File: src/rtl/fifo_ptr_pkg.sv
// Pointer helpers shared by the read- and write-side controllers of the clock-crossing FIFO.
// Conversions work on a wide zero-extended vector so any COUNTER_WIDTH up to PtrMaxW is handled.
package fifo_ptr_pkg;

  localparam int unsigned COUNTER_WIDTH_DEFAULT     = 3;
  localparam int unsigned MAX_COUNTER_VALUE_DEFAULT = 5;
  localparam int unsigned PtrMaxW                   = 16;

  typedef logic [PtrMaxW-1:0] ptr_wide_t;

  function automatic ptr_wide_t bin2gray(input ptr_wide_t b);
    return b ^ (b >> 1);
  endfunction

  // Zero upper bits decode to zero, so the narrow result is exact after truncation.
  function automatic ptr_wide_t gray2bin(input ptr_wide_t g);
    ptr_wide_t b;
    b[PtrMaxW-1] = g[PtrMaxW-1];
    for (int i = PtrMaxW - 2; i >= 0; i--) begin
      b[i] = g[i] ^ b[i+1];
    end
    return b;
  endfunction

endpackage

File: src/rtl/gray_ptr_sync.sv
// Brings the writer's gray pointer into the read clock domain and decodes it to binary,
// accepting a value only once it has been seen stable and inside the pointer range.
module gray_ptr_sync
  import fifo_ptr_pkg::*;
#(
  parameter int unsigned COUNTER_WIDTH     = COUNTER_WIDTH_DEFAULT,
  parameter int unsigned MAX_COUNTER_VALUE = MAX_COUNTER_VALUE_DEFAULT
) (
  input  logic                     clock,
  input  logic                     reset,
  input  logic [COUNTER_WIDTH-1:0] wr_gray_in,
  output logic [COUNTER_WIDTH-1:0] wr_bin
);

  logic [COUNTER_WIDTH-1:0] sync1_q, sync2_q, sync3_q;
  logic [COUNTER_WIDTH-1:0] wr_bin_q, wr_bin_d;
  ptr_wide_t                sync2_bin;

  always_comb begin
    sync2_bin = gray2bin(ptr_wide_t'(sync2_q));
    wr_bin_d  = wr_bin_q;
    // The MAX-1 -> 0 wrap may flip several gray bits; wait for two equal samples.
    if ((sync2_q == sync3_q) && (sync2_bin < ptr_wide_t'(MAX_COUNTER_VALUE))) begin
      wr_bin_d = COUNTER_WIDTH'(sync2_bin);
    end
  end

  always_ff @(posedge clock or posedge reset) begin
    if (reset) begin
      sync1_q  <= '0;
      sync2_q  <= '0;
      sync3_q  <= '0;
      wr_bin_q <= '0;
    end else begin
      sync1_q  <= wr_gray_in;
      sync2_q  <= sync1_q;
      sync3_q  <= sync2_q;
      wr_bin_q <= wr_bin_d;
    end
  end

  assign wr_bin = wr_bin_q;

endmodule

File: src/rtl/async_fifo_rd_ctrl.sv
// Read-side pointer controller of the clock-crossing FIFO: empty/level, RAM read strobe,
// valid/ready output stage and the gray read pointer returned to the write domain.
module async_fifo_rd_ctrl
  import fifo_ptr_pkg::*;
#(
  parameter int unsigned COUNTER_WIDTH     = COUNTER_WIDTH_DEFAULT,
  parameter int unsigned MAX_COUNTER_VALUE = MAX_COUNTER_VALUE_DEFAULT
) (
  input  logic                     clock,
  input  logic                     reset,
  input  logic [COUNTER_WIDTH-1:0] wr_gray_in,
  output logic [COUNTER_WIDTH-1:0] rd_gray_out,
  output logic [COUNTER_WIDTH-1:0] ram_rd_addr,
  output logic                     ram_rd_en,
  output logic                     out_valid,
  input  logic                     out_ready,
  output logic                     empty,
  output logic [COUNTER_WIDTH-1:0] level
);

  localparam logic [COUNTER_WIDTH-1:0] LastPtr = COUNTER_WIDTH'(MAX_COUNTER_VALUE - 1);
  localparam logic [COUNTER_WIDTH-1:0] MaxMod  = COUNTER_WIDTH'(MAX_COUNTER_VALUE);

  logic [COUNTER_WIDTH-1:0] wr_bin;
  logic [COUNTER_WIDTH-1:0] rd_ptr_q, rd_ptr_d;
  logic [COUNTER_WIDTH-1:0] rd_gray_q, rd_gray_d;
  logic                     out_valid_q, out_valid_d;

  gray_ptr_sync #(
    .COUNTER_WIDTH    (COUNTER_WIDTH),
    .MAX_COUNTER_VALUE(MAX_COUNTER_VALUE)
  ) u_wr_ptr_sync (
    .clock     (clock),
    .reset     (reset),
    .wr_gray_in(wr_gray_in),
    .wr_bin    (wr_bin)
  );

  always_comb begin
    empty = (rd_ptr_q == wr_bin);
    // Modular wrap folded into W bits; the true result is always below MAX.
    if (wr_bin >= rd_ptr_q) begin
      level = wr_bin - rd_ptr_q;
    end else begin
      level = wr_bin + MaxMod - rd_ptr_q;
    end
    ram_rd_en = !empty && (out_ready || !out_valid_q);
  end

  always_comb begin
    rd_ptr_d    = rd_ptr_q;
    rd_gray_d   = rd_gray_q;
    out_valid_d = out_valid_q;
    if (ram_rd_en) begin
      rd_ptr_d    = (rd_ptr_q == LastPtr) ? '0 : rd_ptr_q + COUNTER_WIDTH'(1);
      rd_gray_d   = COUNTER_WIDTH'(bin2gray(ptr_wide_t'(rd_ptr_d)));
      out_valid_d = 1'b1;
    end else if (out_ready && out_valid_q) begin
      out_valid_d = 1'b0;
    end
  end

  always_ff @(posedge clock or posedge reset) begin
    if (reset) begin
      rd_ptr_q    <= '0;
      rd_gray_q   <= '0;
      out_valid_q <= 1'b0;
    end else begin
      rd_ptr_q    <= rd_ptr_d;
      rd_gray_q   <= rd_gray_d;
      out_valid_q <= out_valid_d;
    end
  end

  assign rd_gray_out = rd_gray_q;
  assign ram_rd_addr = rd_ptr_q;
  assign out_valid   = out_valid_q;

endmodule

File: config.mk
export PLATFORM = sky130hd
export DESIGN_NAME = async_fifo_rd_ctrl
export DESIGN_NICKNAME = d
export VERILOG_FILES = /design/src/rtl/fifo_ptr_pkg.sv /design/src/rtl/gray_ptr_sync.sv /design/src/rtl/async_fifo_rd_ctrl.sv
export SDC_FILE = /design/constraint.sdc
export NUM_CORES = 1
export LEC_CHECK = 0
export CAP_MARGIN = 5
export CORE_MARGIN = 5
export CORE_UTILIZATION = 30
export DETAILED_ROUTE_END_ITERATION = 12
export GPL_ROUTABILITY_DRIVEN = 1
export PLACE_DENSITY = 0.57
export SYNTH_ARGS = -nofsm -noshare
export SYNTH_HDL_FRONTEND = slang
export SYNTH_SLANG_ARGS = --single-unit
File: constraint.sdc
create_clock -name clock -period 2.39 [get_ports clock]
set_clock_uncertainty 0.15 [all_clocks]
set_input_delay 0.5975 -clock clock [delete_from_list [all_inputs] [get_ports clock]]
set_output_delay 0.5975 -clock clock [all_outputs]
set_load 0.02 [all_outputs]
==> flow_metrics.py <==
metrics = {
    "finish": {
        "n_antenna_cell": 0,
        "area_delta_synth_final_pct": 56.60,
        "stdcell_count": 176,
        "postLayoutCoreUtil_pct": 49.10,
        "drive_above_1_share_pct": 44.70,
        "nets": 150,
    },
    "yosys": {
        "yosys_most_used_dff": "dfrtp_1",
        "synth.top_cells.by_count": "18 x dfrtp_1, 11 x inv_1, 10 x ha_1",
        "synth_edf_count": 0,
        "synth.distinct_cells": 25,
        "async_flop_share_pct": 100.0,
        "ys_ff_latch": 18,
        "ys_top_cells_by_area": "dfrtp_1 47%, ha_1 13%, xor2_1 4.6%, inv_1 4.3%, o21ai_0 4.2%",
        "synth_largest_area_cell": "dfrtp_1",
        "netlist_area_um2": 957.2,
        "syn_area_per_cell_um2": 10.75,
        "netlist.area_leader.share_pct": 47.06,
        "synth_cells": 89,
        "yosys_warnings": 0,
        "seq_area_frac_synth_pct": 47.06,
        "syn_nets": 106,
        "yosysMostFrequentCell": "dfrtp_1",
    },
    "clock_network": {
        "cts_tree": "done",
        "clock-sinks": 18,
        "htree_levels": 1,
        "clk_pin_slew_ns": 0.09,
        "cts_max_path_buffers": 2,
        "clk_latency_ns": 0.28,
        "cts_buffers": 3,
        "cts_hold_buffers": 0,
        "clk_root_buffer_cell": "clkbuf_4",
    },
    "die": {
        "die_w_um": 66.49,
        "core_region_area_um2": 3053,
        "die_area_um2": 4420,
        "io_pins": 18,
        "die_h_um": 66.49,
        "start_util_pct": 31.35,
        "rows": 20,
    },
    "drt": {
        "post_drt_wl_per_cell_um": 10.38,
        "drt_iter0_markers": 10,
        "vias": 737,
        "via_per_inst": 4.188,
        "ant_nets": 0,
        "drcViolationCount": 0,
        "firstDrtPassIters": 4,
        "drt-total-wl_um": 1826,
    },
    "global_routing": {
        "grt_max_degree": 11,
        "grt_overflow": 0,
        "grt_pass1_vias": 760,
        "grt_pass1_wl_um": 3070,
        "grtUsageTotal_pct": 9.013,
        "antenna_found_initial": 0,
    },
    "timing": {
        "hold-worst-slack_ns": 0.2055,
        "max_freq_mhz": 373.4,
        "setup_viol": 2,
        "relSlewSlack_pct": 74.61,
        "fin_crit_sh_pct": 112.1,
        "setup_ws_ns": -0.2880,
        "period_needed_ns": 2.678,
        "rsz0062_at_grt": "yes",
        "slew_violations": 0,
        "hold_viol": 0,
        "worst_pin_slew_ns": 0.3804,
    },
    "setup_path": {
        "r2r_start": "ram_rd_addr[0]",
        "crit_type": "register to output pin",
        "worstSetupStartpoint": "u_wr_ptr_sync.wr_bin[0]",
        "start_kind": "register",
        "worstPathArrival_ns": 1.93,
        "cp_max_fo": 3,
        "crit_path_end_kind": "output pin",
        "critPathRequiredTime_ns": 1.64,
    },
    "place": {
        "gp_routability_congestion": 0.8240,
        "place_inst": 166,
        "dp_hpwl_um": 1398,
        "port_buffers": 17,
    },
    "status": {
        "status": "finished, violations left",
        "violations": "setup timing",
    },
    "job": {
        "drv_cap": 0,
    },
    "min_path": {
        "min_from": "u_wr_ptr_sync.sync1_q[0]",
        "hp-class": "register to register",
    },
}
## critical path: stages (launching register included)
cell and delay (ns):
dfrtp_1 0.43, inv_2 0.06, ha_4 0.18, fa_2 0.34, nor2b_4 0.13, o21ai_2 0.11
o31ai_1 0.09, a211oi_2 0.15, buf_4 0.17
## final cells by class
type / instances / area (um^2)
Multi-Input combinational cell: 59 / 565.5
Fill cell: 289 / 1554
Sequential cell: 18 / 454.2
Tap cell: 44 / 55.05
Clock buffer: 4 / 36.28
Inverter: 11 / 43.79
Timing Repair Buffer: 40 / 344.1
## flip-flops by register name, indices dropped and copies added (netlist names)
register / cells
u_wr_ptr_sync.sync2_q: 3
ram_rd_addr: 3
u_wr_ptr_sync.sync1_q: 3
u_wr_ptr_sync.wr_bin: 3
rd_gray_out: 2
out_valid: 1
u_wr_ptr_sync.sync3_q: 3
## worst paths after layout
| check | to | cells past startpoint | slack [ns] |
|---|---|---|---|
| min in group asynchronous | u_wr_ptr_sync.wr_bin[2] | 2 | 0.43 |
| max in group asynchronous | u_wr_ptr_sync.sync3_q[2] | 3 | 1.21 |
| hold reg to reg | u_wr_ptr_sync.sync2_q[0] | 0 | 0.21 |
| setup reg to reg | rd_gray_out[1] | 9 | 0.56 |
| setup / recovery | level[2] | 8 | -0.29 |
| hold / removal | u_wr_ptr_sync.sync2_q[0] | 0 | 0.21 |
## metrics by stage
| step | setup TNS (ns) | setup slack [ns] | instance area, um^2 |
|---|---|---|---|
| after CTS | -0.5913 | -0.2984 | 1453 |
| after floorplan | -0.001608 | -0.001608 | 1025 |
| after global routing | -0.8731 | -0.3924 | 1499 |
| after global placement | -1.341 | -0.4240 | 1370 |
| after detailed placement | -1.434 | -0.4537 | 1370 |
| final | -0.5638 | -0.2880 | 1499 |
## what timing repair did
action,in CTS,in global routing
setup buffers,3,3
endpoints found under the setup margin,5,5
pin swaps,1,6
gates resized for setup,30,8
## cell families after synthesis
| family | after synthesis | share of synthesized area [%] |
|---|---|---|
| AO/OA/AOI/OAI | 17 | 9.936 |
| XOR/XNOR | 7 | 6.405 |
| adder cells (fa/ha/maj) | 11 | 15.16 |
| buffers and inverters | 12 | 5.098 |
| flip-flops | 18 | 47.06 |
| multiplexers | 4 | 5.229 |
| AND/OR/NAND/NOR | 20 | 11.11 |
## cell usage in the layout (no fill, tap or decap), types with 2 or more instances in the layout
cell / synthesis / layout
a21oi_1: 5 / 4
nand2_1: 8 / 7
clkbuf_4: 0 / 3
mux2_4: 2 / 2
clkdlybuf4s50_1: 0 / 12
nor2_1: 2 / 2
xor2_1: 5 / 5
ha_1: 10 / 5
dfrtp_1: 18 / 15
o21ai_1: 0 / 2
buf_4: 1 / 25
nand2_2: 1 / 2
inv_1: 11 / 6
o21ai_0: 8 / 5
ha_4: 0 / 4
dfrtp_2: 0 / 3
xnor2_1: 2 / 2
inv_2: 0 / 4
## routing by layer
layer / GRT usage, % / up-vias / wire length, um
met5: 0 / - / 0
met4: 4.569 / 0 / 17
met3: 1.686 / 2 / 60
met2: 14.99 / 12 / 893
met1: 11.03 / 345 / 855
li1: - / 378 / -
Power is not shown: default switching activity piles up to over one toggle a cycle in this logic, so the estimate is an artifact.
